===== src/rtl/lpm_ff_pkg.sv =====
`default_nettype none
// ============================================================================
// Module      : lpm_ff_pkg
// Description : Shared constants and width helpers for the lpm_ff_pipe slice.
// Revision    : 1.0 - initial release
// ============================================================================
package lpm_ff_pkg;

    localparam int LPM_FF_MAX_DEPTH = 16;

    function automatic int lpm_ff_clog2(input int value);
        int r;
        r = 0;
        for (int i = 0; i < 32; i++) begin
            if ((1 << r) < value) begin
                r = r + 1;
            end
        end
        return r;
    endfunction

    // Occupancy must be able to represent DEPTH itself, not only DEPTH-1.
    function automatic int lpm_ff_occ_width(input int depth);
        return (lpm_ff_clog2(depth + 1) < 1) ? 1 : lpm_ff_clog2(depth + 1);
    endfunction

endpackage
`default_nettype wire


===== src/rtl/lpm_ff_pipe_if.sv =====
`default_nettype none
// ============================================================================
// Module      : lpm_ff_pipe_if
// Description : Upstream/downstream handshake bundle of lpm_ff_pipe.
// Revision    : 1.0 - initial release
// ============================================================================
interface lpm_ff_pipe_if #(
    parameter int WIDTH = 32,
    parameter int DEPTH = 2
);
    import lpm_ff_pkg::*;

    localparam int OCC_W = lpm_ff_occ_width(DEPTH);

    logic [WIDTH-1:0] in_data;
    logic             in_valid;
    logic             in_ready;
    logic [WIDTH-1:0] out_data;
    logic             out_valid;
    logic             out_ready;
    logic [OCC_W-1:0] occupancy;

    modport master (
        output in_data, in_valid, out_ready,
        input  in_ready, out_data, out_valid, occupancy
    );

    modport slave (
        input  in_data, in_valid, out_ready,
        output in_ready, out_data, out_valid, occupancy
    );

endinterface
`default_nettype wire


===== src/rtl/lpm_ff_pipe_stage.sv =====
`default_nettype none
// ============================================================================
// Module      : lpm_ff_stage
// Description : One pipeline slice: full flag, data register, ready output.
// Revision    : 1.0 - initial release
// ============================================================================
module lpm_ff_stage #(
    parameter int WIDTH = 32
) (
    input  wire logic             clock,
    input  wire logic             sclr,
    input  wire logic             flush,
    input  wire logic             up_valid,
    input  wire logic [WIDTH-1:0] up_data,
    input  wire logic             dn_rdy,
    output logic                  full,
    output logic [WIDTH-1:0]      data,
    output logic                  rdy
);
    logic             r_full;
    logic [WIDTH-1:0] r_data;
    logic             w_load;

    // An empty stage takes a word regardless of what lies downstream.
    assign rdy    = !r_full || dn_rdy;
    assign w_load = up_valid && rdy;

    always_ff @(posedge clock) begin
        if (sclr) begin
            r_full <= 1'b0;
            r_data <= '0;
        end else if (flush) begin
            r_full <= 1'b0;
        end else if (w_load) begin
            r_full <= 1'b1;
            r_data <= up_data;
        end else if (dn_rdy) begin
            r_full <= 1'b0;
        end
    end

    assign full = r_full;
    assign data = r_data;

endmodule
`default_nettype wire


===== src/rtl/lpm_ff_pipe.sv =====
`default_nettype none
// ============================================================================
// Module      : lpm_ff_pipe
// Description : DEPTH-stage valid/ready pipeline register with bubble collapse.
//               Optional flush port enabled by LPM_FF_PIPE_FLUSH_EN.
// Revision    : 1.0 - initial release
// ============================================================================
module lpm_ff_pipe
    import lpm_ff_pkg::*;
#(
    parameter int WIDTH = 32,
    parameter int DEPTH = 2
) (
    input  wire logic     clock,
    input  wire logic     sclr,
`ifdef LPM_FF_PIPE_FLUSH_EN
    input  wire logic     flush,
`endif
    lpm_ff_pipe_if.slave  bus
);
    localparam int OCC_W = lpm_ff_occ_width(DEPTH);

    logic [DEPTH-1:0] w_full;
    logic [DEPTH:0]   w_rdy;
    logic [DEPTH-1:0] w_up_valid;
    logic [WIDTH-1:0] w_up_data [DEPTH];
    logic [WIDTH-1:0] w_data    [DEPTH];
    logic [OCC_W-1:0] w_occ;
    logic             w_flush;

`ifdef LPM_FF_PIPE_FLUSH_EN
    assign w_flush = flush;
`else
    assign w_flush = 1'b0;
`endif

    assign w_rdy[DEPTH] = bus.out_ready;

    for (genvar k = 0; k < DEPTH; k++) begin : g_stage
        if (k == 0) begin : g_head
            assign w_up_valid[k] = bus.in_valid && !sclr && !w_flush;
            assign w_up_data[k]  = bus.in_data;
        end else begin : g_body
            assign w_up_valid[k] = w_full[k-1];
            assign w_up_data[k]  = w_data[k-1];
        end

        lpm_ff_stage #(
            .WIDTH (WIDTH)
        ) u_stage (
            .clock    (clock),
            .sclr     (sclr),
            .flush    (w_flush),
            .up_valid (w_up_valid[k]),
            .up_data  (w_up_data[k]),
            .dn_rdy   (w_rdy[k+1]),
            .full     (w_full[k]),
            .data     (w_data[k]),
            .rdy      (w_rdy[k])
        );
    end

    always_comb begin
        w_occ = '0;
        for (int k = 0; k < DEPTH; k++) begin
            w_occ = w_occ + OCC_W'(w_full[k]);
        end
    end

    assign bus.in_ready  = w_rdy[0] && !sclr && !w_flush;
    assign bus.out_data  = w_data[DEPTH-1];
    assign bus.out_valid = w_full[DEPTH-1];
    assign bus.occupancy = w_occ;

endmodule
`default_nettype wire


===== src/flat_wrapper.sv =====
// flat-port wrapper written by rule: the top's interface ports become plain ports
module lpm_ff_pipe_flat import lpm_ff_pkg::*;
#(
    parameter int WIDTH = 32,
    parameter int DEPTH = 2
)
  (clock, sclr, bus_in_data, bus_in_valid, bus_out_ready, bus_in_ready, bus_out_data, bus_out_valid, bus_occupancy);
  lpm_ff_pipe_if #(.WIDTH(WIDTH), .DEPTH(DEPTH)) bus_i ();
  input  wire logic clock;
  input  wire logic sclr;
  input wire logic [$bits(bus_i.in_data)-1:0] bus_in_data;
  input wire logic [$bits(bus_i.in_valid)-1:0] bus_in_valid;
  input wire logic [$bits(bus_i.out_ready)-1:0] bus_out_ready;
  output wire logic [$bits(bus_i.in_ready)-1:0] bus_in_ready;
  output wire logic [$bits(bus_i.out_data)-1:0] bus_out_data;
  output wire logic [$bits(bus_i.out_valid)-1:0] bus_out_valid;
  output wire logic [$bits(bus_i.occupancy)-1:0] bus_occupancy;
  assign bus_i.in_data = bus_in_data;
  assign bus_i.in_valid = bus_in_valid;
  assign bus_i.out_ready = bus_out_ready;
  assign bus_in_ready = bus_i.in_ready;
  assign bus_out_data = bus_i.out_data;
  assign bus_out_valid = bus_i.out_valid;
  assign bus_occupancy = bus_i.occupancy;
  lpm_ff_pipe #(.WIDTH(WIDTH), .DEPTH(DEPTH)) u_core (.clock(clock), .sclr(sclr), .bus(bus_i));
endmodule

===== config.mk =====
export PLATFORM = sky130hd
export DESIGN_NAME = lpm_ff_pipe_flat
export DESIGN_NICKNAME = d
export VERILOG_FILES = /design/src/rtl/lpm_ff_pkg.sv /design/src/rtl/lpm_ff_pipe_if.sv /design/src/rtl/lpm_ff_pipe_stage.sv /design/src/rtl/lpm_ff_pipe.sv /design/src/flat_wrapper.sv
export SDC_FILE = /design/constraint.sdc
export NUM_CORES = 1
export LEC_CHECK = 0
export ABC_AREA = 1
export BUFFER_PORTS_ARGS = -buffer_cell sky130_fd_sc_hd__buf_2
export CAP_MARGIN = 0
export CORE_AREA = 2 2 74 76
export CTS_CLUSTER_SIZE = 10
export DETAILED_ROUTE_END_ITERATION = 6
export DIE_AREA = 0 0 76 78
export HOLD_SLACK_MARGIN = 0.15
export PLACE_DENSITY = 0.79
export SYNTH_ARGS = -nofsm -noshare
export SYNTH_HDL_FRONTEND = slang
export SYNTH_SLANG_ARGS = --single-unit
export TNS_END_PERCENT = 100

===== constraint.sdc =====
create_clock -name clock -period 3.1 [get_ports clock]
set_input_delay 0.31 -clock clock [delete_from_list [all_inputs] [get_ports clock]]
set_output_delay 0.31 -clock clock [all_outputs]
set_load 0.005 [all_outputs]

==> run summary, run 1 <==
Layout Cells excl Fill - 524
min-delay src - bus_in_data[2]
initial antenna violation count - 0
Int Power - 0.00133 W
Worst-path clk slew - 60 ps
largest net degree at the start of global routing - 66
Slew HR - 0.217
fmax - 0.574 GHz
CP Data Arrival Time - 1430 ps
# clock sinks - 66
CTS resizes - 0
Tcrit/Tclk final - 0.562
Worst R2R End - u_core.g_stage[1].u_stage.data[0]
Layout Nets - 489
CORE AREA - 0.00504 mm²
wire per inst - 11.4 µm
Cell Rows - 26
share of cells above drive strength 1 - 0.198
Die W - 76 µm
RR Startpoint - u_core.g_stage[1].u_stage.full
hpwl dp - 3.64 mm
Slew Limit Fails - 0
CTS max path bufs - 2
first-pass GRT wire length - 10.2 mm
DR vias/cell - 4.87
Detailed Route Iter0 Violations - 199
Synth Instances - 397
Hold-fix buffers, CTS - 0
Area Overhead vs Synth - 16.1%
vias - 2,551
sequential share of power - 0.524
final RePlAce weighted congestion - 0.748
TritonRoute pass-1 iters - 4
R2R Setup Slk - 1380 ps
fin util - 0.642
Leak Pwr - 1.67 nW
Placed Cells - 511
CP max stage cell - inv_1
maxcap violations - 0
Hold Fails Final Rpt - 0
Clk pwr share - 0.344
Starting Density - 0.553
Synth Area per Inst - 7.02 µm²
WP data required - 2790 ps
CP bufs+invs - 4
yosys warns - 0
WS Path Type - input port to output pin
grt ovf - 0
Max rail drop VDD - 0.309 mV
Die Span Y - 78 µm
ant diodes - 0
Hold EP - u_core.g_stage[0].u_stage.data[2]
CP top delay family - buffers and inverters
Worst-Margin Slew - 1170 ps
reg2reg path depth - 4
total track usage - 0.214
# DRC - 0
vias in the first global route - 2,291
# IOs - 72
TritonCTS clock tree - built
post-synthesis sequential area ratio - 0.474
Synthesized Nets - 434
worst min path class - input port to flip-flop
number of synthesized register bits - 66
# setup viols final - 0
CP max stage delay - 730 ps
PortBufs - 71
Clock Skew - 3.41 ps
Comb pwr share - 0.132
crit-path cells - buf_2, inv_1, nand2_1, inv_1, buf_2
setup bufs post-CTS - 0
setup TNS - 0 ps
Power Density - 551 mW/mm²
switch share - 0.254
Routed Antenna Nets - 0
switching pwr - 0.000453 W
RSZ-0062 raised after global routing - false
Post-Syn Area - 0.00279 mm²
clk root buf - clkbuf_8
CP Max Fanout - 33
CTS Buf Count - 9
Min Clock Period, post-route - 1740 ps
Worst Hold Depth - 3
status - complete, no violations
drt total wl - 5.99 mm
CP Capture Type - output pin
area of the die - 0.00593 mm²
depth of the CTS H-tree - 3
Startpoint Class - input port
synth unique cells - 15
Worst-Skew Late Latency - 330 ps
-- worst max-delay path by stage --
stage / start / to / depth (start not counted)
2_1_floorplan: sclr / bus_in_ready / 5
3_3_place_gp: sclr / u_core.g_stage[0].u_stage.data[14] / 6
3_5_place_dp: sclr / u_core.g_stage[0].u_stage.data[4] / 6
4_1_cts: sclr / bus_in_ready / 5
5_1_grt: sclr / bus_in_ready / 5
6_report: sclr / bus_in_ready / 5
-- routing by layer --
layer,share of wire,vias to the layer above,track usage,routed length [µm]
li1,-,1339,-,-
met5,0,-,0,0
met3,0.055,8,0.0733,332
met1,0.48,1140,0.276,2880
met2,0.45,64,0.338,2720
met4,0.011,0,0.0709,65
-- worst min-delay path, stage by stage --
cell and delay (ps):
buf_2 80, nand3_1 60, nand2_1 60
-- stage by stage --
step                hold WS [ps]  area, µm²  worst slack [ps]  power (W)
floorplan                    448       2790              1940    0.00112
global placement             458       3080              1220    0.00118
detailed placement           464       3080              1200    0.00119
CTS                          190       3240              1320    0.00179
global route                 182       3240              1120    0.00188
finish                       199       3240              1360    0.00178
-- cell type report --
class	instances	area, µm²
Clock buffer	13	159
Fill cell	469	1810
Inverter	37	139
Multi-Input combinational cell	264	1150
Sequential cell	66	1320
Tap cell	70	87.6
Timing Repair Buffer	74	378
-- kinds of logic (layout without fill, tap and decap cells) --
family	count (synthesis)	count (layout)	share of synthesized area
fa+ha+maj	1	1	0.00449
compound gates	34	34	0.0610
flops	66	66	0.474
buf+inv	67	124	0.114
simple gates	229	229	0.346
-- cells in the final DEF, fill, tap and decap left out, drive strengths merged --
| cell type | Yosys | final |
|---|---|---|
| dfxtp | 66 | 66 |
| ha | 1 | 1 |
| inv | 37 | 37 |
| clkbuf | 3 | 13 |
| a21oi | 34 | 34 |
| nand2 | 99 | 99 |
| buf | 27 | 74 |
| nand3 | 65 | 65 |
| nor2 | 65 | 65 |
-- synthesized netlist by cell type --
library cell	count	share of area
buf_4	7	0.019
inv_1	37	0.050
dfxtp_1	66	0.47
nor2_8	1	0.0072
buf_1	2	0.0027
buf_6	3	0.012
nand2_1	98	0.13
nand3_2	1	0.0036
buf_2	15	0.027
clkbuf_1	3	0.0040
nor2_1	64	0.086
ha_1	1	0.0045
nand3_1	64	0.11
nand2_2	1	0.0022
a21oi_1	34	0.061
-- power by group through the flow --
| stage | logic [W] | registers, W | clock network [W] |
|---|---|---|---|
| 2_1_floorplan | 0.000163 | 0.000953 | 0 |
| 3_3_place_gp | 0.000233 | 0.000950 | 0 |
| 3_5_place_dp | 0.000236 | 0.000953 | 0 |
| 4_1_cts | 0.000237 | 0.000935 | 0.000619 |
| 5_1_grt | 0.000272 | 0.000940 | 0.000669 |
| 6_report | 0.000235 | 0.000934 | 0.000612 |
-- state kept, by name, summed over array words and instances, names as in the netlist --
| name | cells |
|---|---|
| u_core.g_stage.u_stage.data | 64 |
| u_core.g_stage.u_stage.full | 2 |
No activity file was read; power rests on OpenSTA's default activity.
==> inputs of run 2 (changes only) <==
--- a/config.mk
+++ b/config.mk
@@ -5,15 +5,15 @@
 export SDC_FILE = /design/constraint.sdc
 export NUM_CORES = 1
 export LEC_CHECK = 0
-export ABC_AREA = 1
+export ABC_AREA = 0
 export BUFFER_PORTS_ARGS = -buffer_cell sky130_fd_sc_hd__buf_2
 export CAP_MARGIN = 0
-export CORE_AREA = 2 2 74 76
+export CORE_AREA = 2 2 79 81
 export CTS_CLUSTER_SIZE = 10
 export DETAILED_ROUTE_END_ITERATION = 6
-export DIE_AREA = 0 0 76 78
+export DIE_AREA = 0 0 81 83
 export HOLD_SLACK_MARGIN = 0.15
-export PLACE_DENSITY = 0.79
+export PLACE_DENSITY = 0.71
 export SYNTH_ARGS = -nofsm -noshare
 export SYNTH_HDL_FRONTEND = slang
 export SYNTH_SLANG_ARGS = --single-unit
==> constraint.sdc (replaced) <==
create_clock -name clock -period 1.6 [get_ports clock]
set_input_delay 0.16 -clock clock [delete_from_list [all_inputs] [get_ports clock]]
set_output_delay 0.16 -clock clock [all_outputs]
set_load 0.005 [all_outputs]
==> run 2 against run 1 <==
Sequential power is 91% higher. Sequential share of layout area is 4.8 points lower. Cell area is 13% higher. Cell count is 16% lower. Via count is 15% lower. Die area is 13% higher. Clock-buffer cell count is 4 lower. Critical endpoint is now bus_occupancy[0]. Largest cell class unchanged. Highest routed layer unchanged.
==> run summary, run 2 <==
Post-DP Area - 0.00311 mm² (was 0.00308 mm²)
CTS max path bufs - 2 (unchanged)
Placed Cells - 392 (was 511)
synth unique cells - 17 (was 15)
# setup viols final - 0 (unchanged)
biggest area consumer among synthesized cells - dfxtp_1 (unchanged)
TritonRoute pass-1 iters - 4 (unchanged)
Starting Density - 0.463 (was 0.553)
vias - 2,172 (was 2,551)
area of the multi-input gates - 0.00124 mm² (was 0.00115 mm²)
WS Path Type - flip-flop to output pin (was input port to output pin)
initial antenna violation count - 0 (unchanged)
Layout Cells excl Fill - 441 (was 524)
CORE AREA - 0.00582 mm² (was 0.00504 mm²)
Hold Fails Final Rpt - 0 (unchanged)
Hold Slack - 156 ps (was 199 ps)
fill cell count - 519 (was 469)
first-pass GRT wire length - 10.1 mm (was 10.2 mm)
Layout Nets - 398 (was 489)
Post-Syn Area - 0.00269 mm² (was 0.00279 mm²)
vias in the first global route - 2,184 (was 2,291)
# clock sinks - 66 (unchanged)
synth cell count leaders - dfxtp_1, a21oi_1, nand3_1, o21ai_0, mux2_4 (was nand2_1, dfxtp_1, nand3_1, nor2_1, inv_1)
ant diodes - 0 (unchanged)
CP max stage delay - 400 ps (was 730 ps)
share of cells above drive strength 1 - 0.366 (was 0.198)
# DRC - 0 (unchanged)
drt total wl - 6.12 mm (was 5.99 mm)
Yosys top cell area share - 0.491 (was 0.474)
Worst-Skew Late Latency - 340 ps (was 330 ps)
status - complete, no violations (unchanged)
Slew HR - 0.687 (was 0.217)
CP Capture Type - output pin (unchanged)
Power Density - 1030 mW/mm² (was 551 mW/mm²)
max reg flops - 64 (unchanged)
fmax - 0.653 GHz
crit-path cells - buf_4, ha_1, buf_2 (was buf_2, inv_1, nand2_1, inv_1, buf_2)
register area - 0.00132 mm² (unchanged)
grt ovf - 0 (unchanged)
PortBufs - 71 (unchanged)
DR vias/cell - 4.93 (was 4.87)
Tcrit/Tclk final - 0.957
setup bufs post-CTS - 0 (unchanged)
CP top delay family - flip-flops (was buffers and inverters)
Clock Skew - 4.86 ps (was 3.41 ps)
EDFF count, synth - 0 (unchanged)
CP max stage cell - dfxtp_2 (was inv_1)
Startpoint Class - flip-flop (was input port)
largest cells by area after synthesis - dfxtp_1, mux2_4, a21oi_1 (was dfxtp_1, nand2_1, nand3_1)
Die Span Y - 83 µm (was 78 µm)
Cell Rows - 28 (was 26)
WP data required - 1440 ps (was 2790 ps)
most frequent cell after synthesis - dfxtp_1 (was nand2_1)
largest net degree at the start of global routing - 34 (was 66)
Routed Antenna Nets - 0 (unchanged)
Max rail drop VDD - 0.556 mV (was 0.309 mV)
Slew Limit Fails - 0 (unchanged)
yosys warns - 0 (unchanged)
Worst-path clk slew - 70 ps (was 60 ps)
post-synthesis sequential area ratio - 0.491 (was 0.474)
worst min path class - input port to flip-flop (unchanged)
Min Clock Period, post-route - 1530 ps
RSZ-0062 raised after global routing - false (unchanged)
Synth Instances - 260 (was 397)
CTS Buf Count - 9 (unchanged)
Synthesized Nets - 297 (was 434)
CP bufs+invs - 2 (was 4)
commonest non-fill, non-tap cell in the layout - buf_2 (was nand2_1)
TritonCTS clock tree - built (unchanged)
Die W - 81 µm (was 76 µm)
number of synthesized register bits - 66 (unchanged)
Primary FF master, synth - dfxtp_1 (unchanged)
hpwl dp - 3.84 mm (was 3.64 mm)
area of the die - 0.00672 mm² (was 0.00593 mm²)
Synth Area per Inst - 10.4 µm² (was 7.02 µm²)
# IOs - 72 (unchanged)
Detailed Route Iter0 Violations - 91 (was 199)
final RePlAce weighted congestion - 0.730 (was 0.748)
clk root buf - clkbuf_8 (unchanged)
CP Max Fanout - 16 (was 33)
setup TNS - 0 ps (unchanged)
wire per inst - 13.9 µm (was 11.4 µm)
depth of the CTS H-tree - 3 (unchanged)
CP Data Arrival Time - 1370 ps (was 1430 ps)
maxcap violations - 0 (unchanged)
most frequent cells in the layout - buf_2, dfxtp_1, a21oi_1 (was nand2_1, buf_2, dfxtp_1)
total track usage - 0.194 (was 0.214)
Design Area, Final - 0.00366 mm² (was 0.00324 mm²)
asr flop ratio synth - 0 (unchanged)
Area Overhead vs Synth - 36.1% (was 16.1%)
Leak Pwr - 1.68 nW (was 1.67 nW)
Worst-Margin Slew - 469 ps (was 1170 ps)
[run 2: timing repair]
action	CTS	global route
hold endpoints to repair	33	0
setup endpoints to repair	0	11
hold buffers	33	0
resized for setup	0	2
[run 2: per-stage QoR]
step | worst slack, ps | power, W | util
after global placement | 207 | 0.00218 | 0.535
after detailed placement | 114 | 0.00219 | 0.535
after floorplan | 323 | 0.00206 | -
after global routing | 16.5 | 0.00391 | 0.630
final | 68.2 | 0.00375 | 0.630
after CTS | 4.62 | 0.00377 | 0.629
[run 2: cells by family after synthesis]
logic type / share of synthesized area
AOI/OAI and AO/OA: 0.125
adders and majority gates: 0.00465
buffers and inverters: 0.0470
DFF: 0.491
muxes: 0.176
and+or+nand+nor: 0.157
[run 2: worst paths after layout]
kind / start / to / slack, ps / depth (start not counted)
hold reg to reg: u_core.g_stage[0].u_stage.data[31] / u_core.g_stage[1].u_stage.data[31] / 460 / 2
setup reg to reg: u_core.g_stage[1].u_stage.full / u_core.g_stage[0].u_stage.data[24] / 220 / 4
setup / recovery: u_core.g_stage[0].u_stage.full / bus_occupancy[0] / 70 / 3
hold / removal: bus_out_ready / u_core.g_stage[0].u_stage.full / 160 / 3
[run 2: final cells by class]
type                       count  area share
multi-input combinational    168       0.340
clock buffer                   9      0.0338
inverter                       2     0.00307
tap                           75      0.0256
clock inverter                 7      0.0256
timing repair buffer         114       0.211
sequential                    66       0.361
[run 2: per-layer routing]
| metal | up-vias | part of all wire | GRT usage |
|---|---|---|---|
| li1 | 1101 | - | - |
| met1 | 1008 | 0.47 | 0.251 |
| met2 | 52 | 0.46 | 0.304 |
| met3 | 11 | 0.042 | 0.0413 |
| met4 | 0 | 0.022 | 0.0971 |
| met5 | - | 0 | 0 |
[run 2: power breakdown]
part	total (W)	internal (W)	switching, W
Sequential	0.00178	0.00173	0.0000455
Combinational	0.000439	0.000262	0.000177
Clock	0.00154	0.000873	0.000663
[run 2: worst reg2reg max path: stages, from the launching register on]
cell and delay, ps:
dfxtp_1 450, nand3b_4 120, nand3b_4 110, buf_4 260, mux2_4 330
==> inputs of run 3 (changes only) <==
--- a/config.mk
+++ b/config.mk
@@ -14,6 +14,7 @@
 export DIE_AREA = 0 0 81 83
 export HOLD_SLACK_MARGIN = 0.15
 export PLACE_DENSITY = 0.71
+export RECOVER_POWER = 25
 export SYNTH_ARGS = -nofsm -noshare
 export SYNTH_HDL_FRONTEND = slang
 export SYNTH_SLANG_ARGS = --single-unit
==> run 3 against run 2 <==
Hold slack better by 61 ps. Sequential power about the same. Die area is the same. Global-route usage is the same. Critical path depth unchanged. Flip-flop and latch count is the same. Total power is 0.14% lower. Setup slack gained 32 ps. Largest cell class unchanged.
==> run summary, run 3 (same netlist as run 2, synthesis figures left out) <==
DR vias/cell - 4.95 (was 4.93)
Worst-Skew Late Latency - 340 ps (about the same)
depth of the CTS H-tree - 3 (unchanged)
CP Data Arrival Time - 1340 ps (was 1370 ps)
status - complete, no violations (unchanged)
Clock Skew - 5.15 ps (was 4.86 ps)
worst min path class - input port to flip-flop (unchanged)
Power Density - 1030 mW/mm² (about the same)
Slew Limit Fails - 0 (unchanged)
initial antenna violation count - 0 (unchanged)
Tcrit/Tclk final - 0.937 (was 0.957)
Routed Antenna Nets - 0 (unchanged)
CP Capture Type - output pin (unchanged)
CORE AREA - 0.00582 mm² (unchanged)
wire per inst - 13.9 µm (about the same)
CTS max path bufs - 2 (unchanged)
Placed Cells - 392 (unchanged)
Worst-Margin Slew - 477 ps (was 469 ps)
# DRC - 0 (unchanged)
Leak Pwr - 1.61 nW (was 1.68 nW)
TritonRoute pass-1 iters - 5 (was 4)
CP bufs+invs - 2 (unchanged)
final RePlAce weighted congestion - 0.730 (unchanged)
setup bufs post-CTS - 0 (unchanged)
largest net degree at the start of global routing - 34 (unchanged)
commonest non-fill, non-tap cell in the layout - dfxtp_1 (was buf_2)
Die W - 81 µm (unchanged)
vias - 2,183 (was 2,172)
total track usage - 0.194 (unchanged)
area of the die - 0.00672 mm² (unchanged)
Detailed Route Iter0 Violations - 108 (was 91)
maxcap violations - 0 (unchanged)
crit-path cells - buf_4, ha_1, buf_2 (unchanged)
CP max stage cell - dfxtp_2 (unchanged)
CP Max Fanout - 16 (unchanged)
TritonCTS clock tree - built (unchanged)
# setup viols final - 0 (unchanged)
Hold Slack - 216 ps (was 156 ps)
fmax - 0.667 GHz (was 0.653 GHz)
CP max stage delay - 380 ps (was 400 ps)
drt total wl - 6.15 mm (was 6.12 mm)
Cell Rows - 28 (unchanged)
Min Clock Period, post-route - 1500 ps (was 1530 ps)
# IOs - 72 (unchanged)
Slew HR - 0.681 (was 0.687)
RSZ-0062 raised after global routing - false (unchanged)
hpwl dp - 3.84 mm (unchanged)
max reg flops - 64 (unchanged)
most frequent cells in the layout - dfxtp_1, buf_2, a21oi_1 (was buf_2, dfxtp_1, a21oi_1)
first-pass GRT wire length - 10.1 mm (unchanged)
clk root buf - clkbuf_8 (unchanged)
CP top delay family - flip-flops (unchanged)
Starting Density - 0.463 (unchanged)
setup TNS - 0 ps (unchanged)
grt ovf - 0 (unchanged)
WP data required - 1440 ps (about the same)
Startpoint Class - flip-flop (unchanged)
WS Path Type - flip-flop to output pin (unchanged)
PortBufs - 71 (unchanged)
CTS Buf Count - 9 (unchanged)
Worst-path clk slew - 70 ps (about the same)
Hold Fails Final Rpt - 0 (unchanged)
Layout Nets - 398 (unchanged)
ant diodes - 0 (unchanged)
Layout Cells excl Fill - 441 (unchanged)
share of cells above drive strength 1 - 0.333 (was 0.366)
vias in the first global route - 2,184 (unchanged)
Max rail drop VDD - 0.557 mV (was 0.556 mV)
# clock sinks - 66 (unchanged)
Area Overhead vs Synth - 35.1% (was 36.1%)
Die Span Y - 83 µm (unchanged)
[run 3: changes by cell type in the layout (fill, tap and decap cells not counted), sizes merged]
cell    previous run  this run
buf               81        71
clkbuf             9        19
[run 3: metrics by stage]
stage	utilization	worst slack (ps)	power, W	area, µm²
3_5_place_dp	0.535	114	0.00219	3110
4_1_cts	0.629	4.62	0.00377	3660
3_3_place_gp	0.535	207	0.00218	3110
6_report	0.625	100	0.00375	3640
5_1_grt	0.625	42.1	0.00391	3640
2_1_floorplan	-	323	0.00206	2690
[run 3: area by class of cell]
cell class / count / area [µm²]
flip-flops and latches: 66 / 1320
clock buffers: 9 / 124
repair buffers: 114 / 759
inverters: 2 / 11.3
multi-input cells: 168 / 1230
well taps: 75 / 93.8
fillers: 522 / 2180
clock inverters: 7 / 93.8
[run 3: timing repair]
action | in CTS | in global routing
resized for setup | 0 | 2
hold endpoints to repair | 33 | 0
setup endpoints to repair | 0 | 11
hold buffers | 33 | 0
[run 3: final timing paths]
kind | from | endpoint | slack (ps) | cells past startpoint
setup / recovery | u_core.g_stage[0].u_stage.full | bus_occupancy[0] | 100 | 3
hold / removal | bus_out_ready | u_core.g_stage[0].u_stage.full | 220 | 3
hold reg to reg | u_core.g_stage[0].u_stage.data[31] | u_core.g_stage[1].u_stage.data[31] | 460 | 2
setup reg to reg | u_core.g_stage[1].u_stage.full | u_core.g_stage[0].u_stage.data[24] | 170 | 4
[run 3: worst min-delay path: cells and delay by family]
family,cells,cell delay [ps]
buf+inv,1,90
compound gates,1,90
simple gates,1,180
[run 3: report_power, final]
| group | internal, W | total [W] | switching, W |
|---|---|---|---|
| registers | 0.00173 | 0.00178 | 0.0000441 |
| clock network | 0.000873 | 0.00154 | 0.000662 |
| logic | 0.000259 | 0.000436 | 0.000177 |
| total | 0.00287 | 0.00375 | 0.000883 |
[run 3: metal layers]
metal,track usage,up-vias,routed length (µm)
li1,-,1101,-
met4,0.0971,0,136
met1,0.251,1015,2880
met5,0,-,0
met2,0.304,56,2860
met3,0.0413,11,280
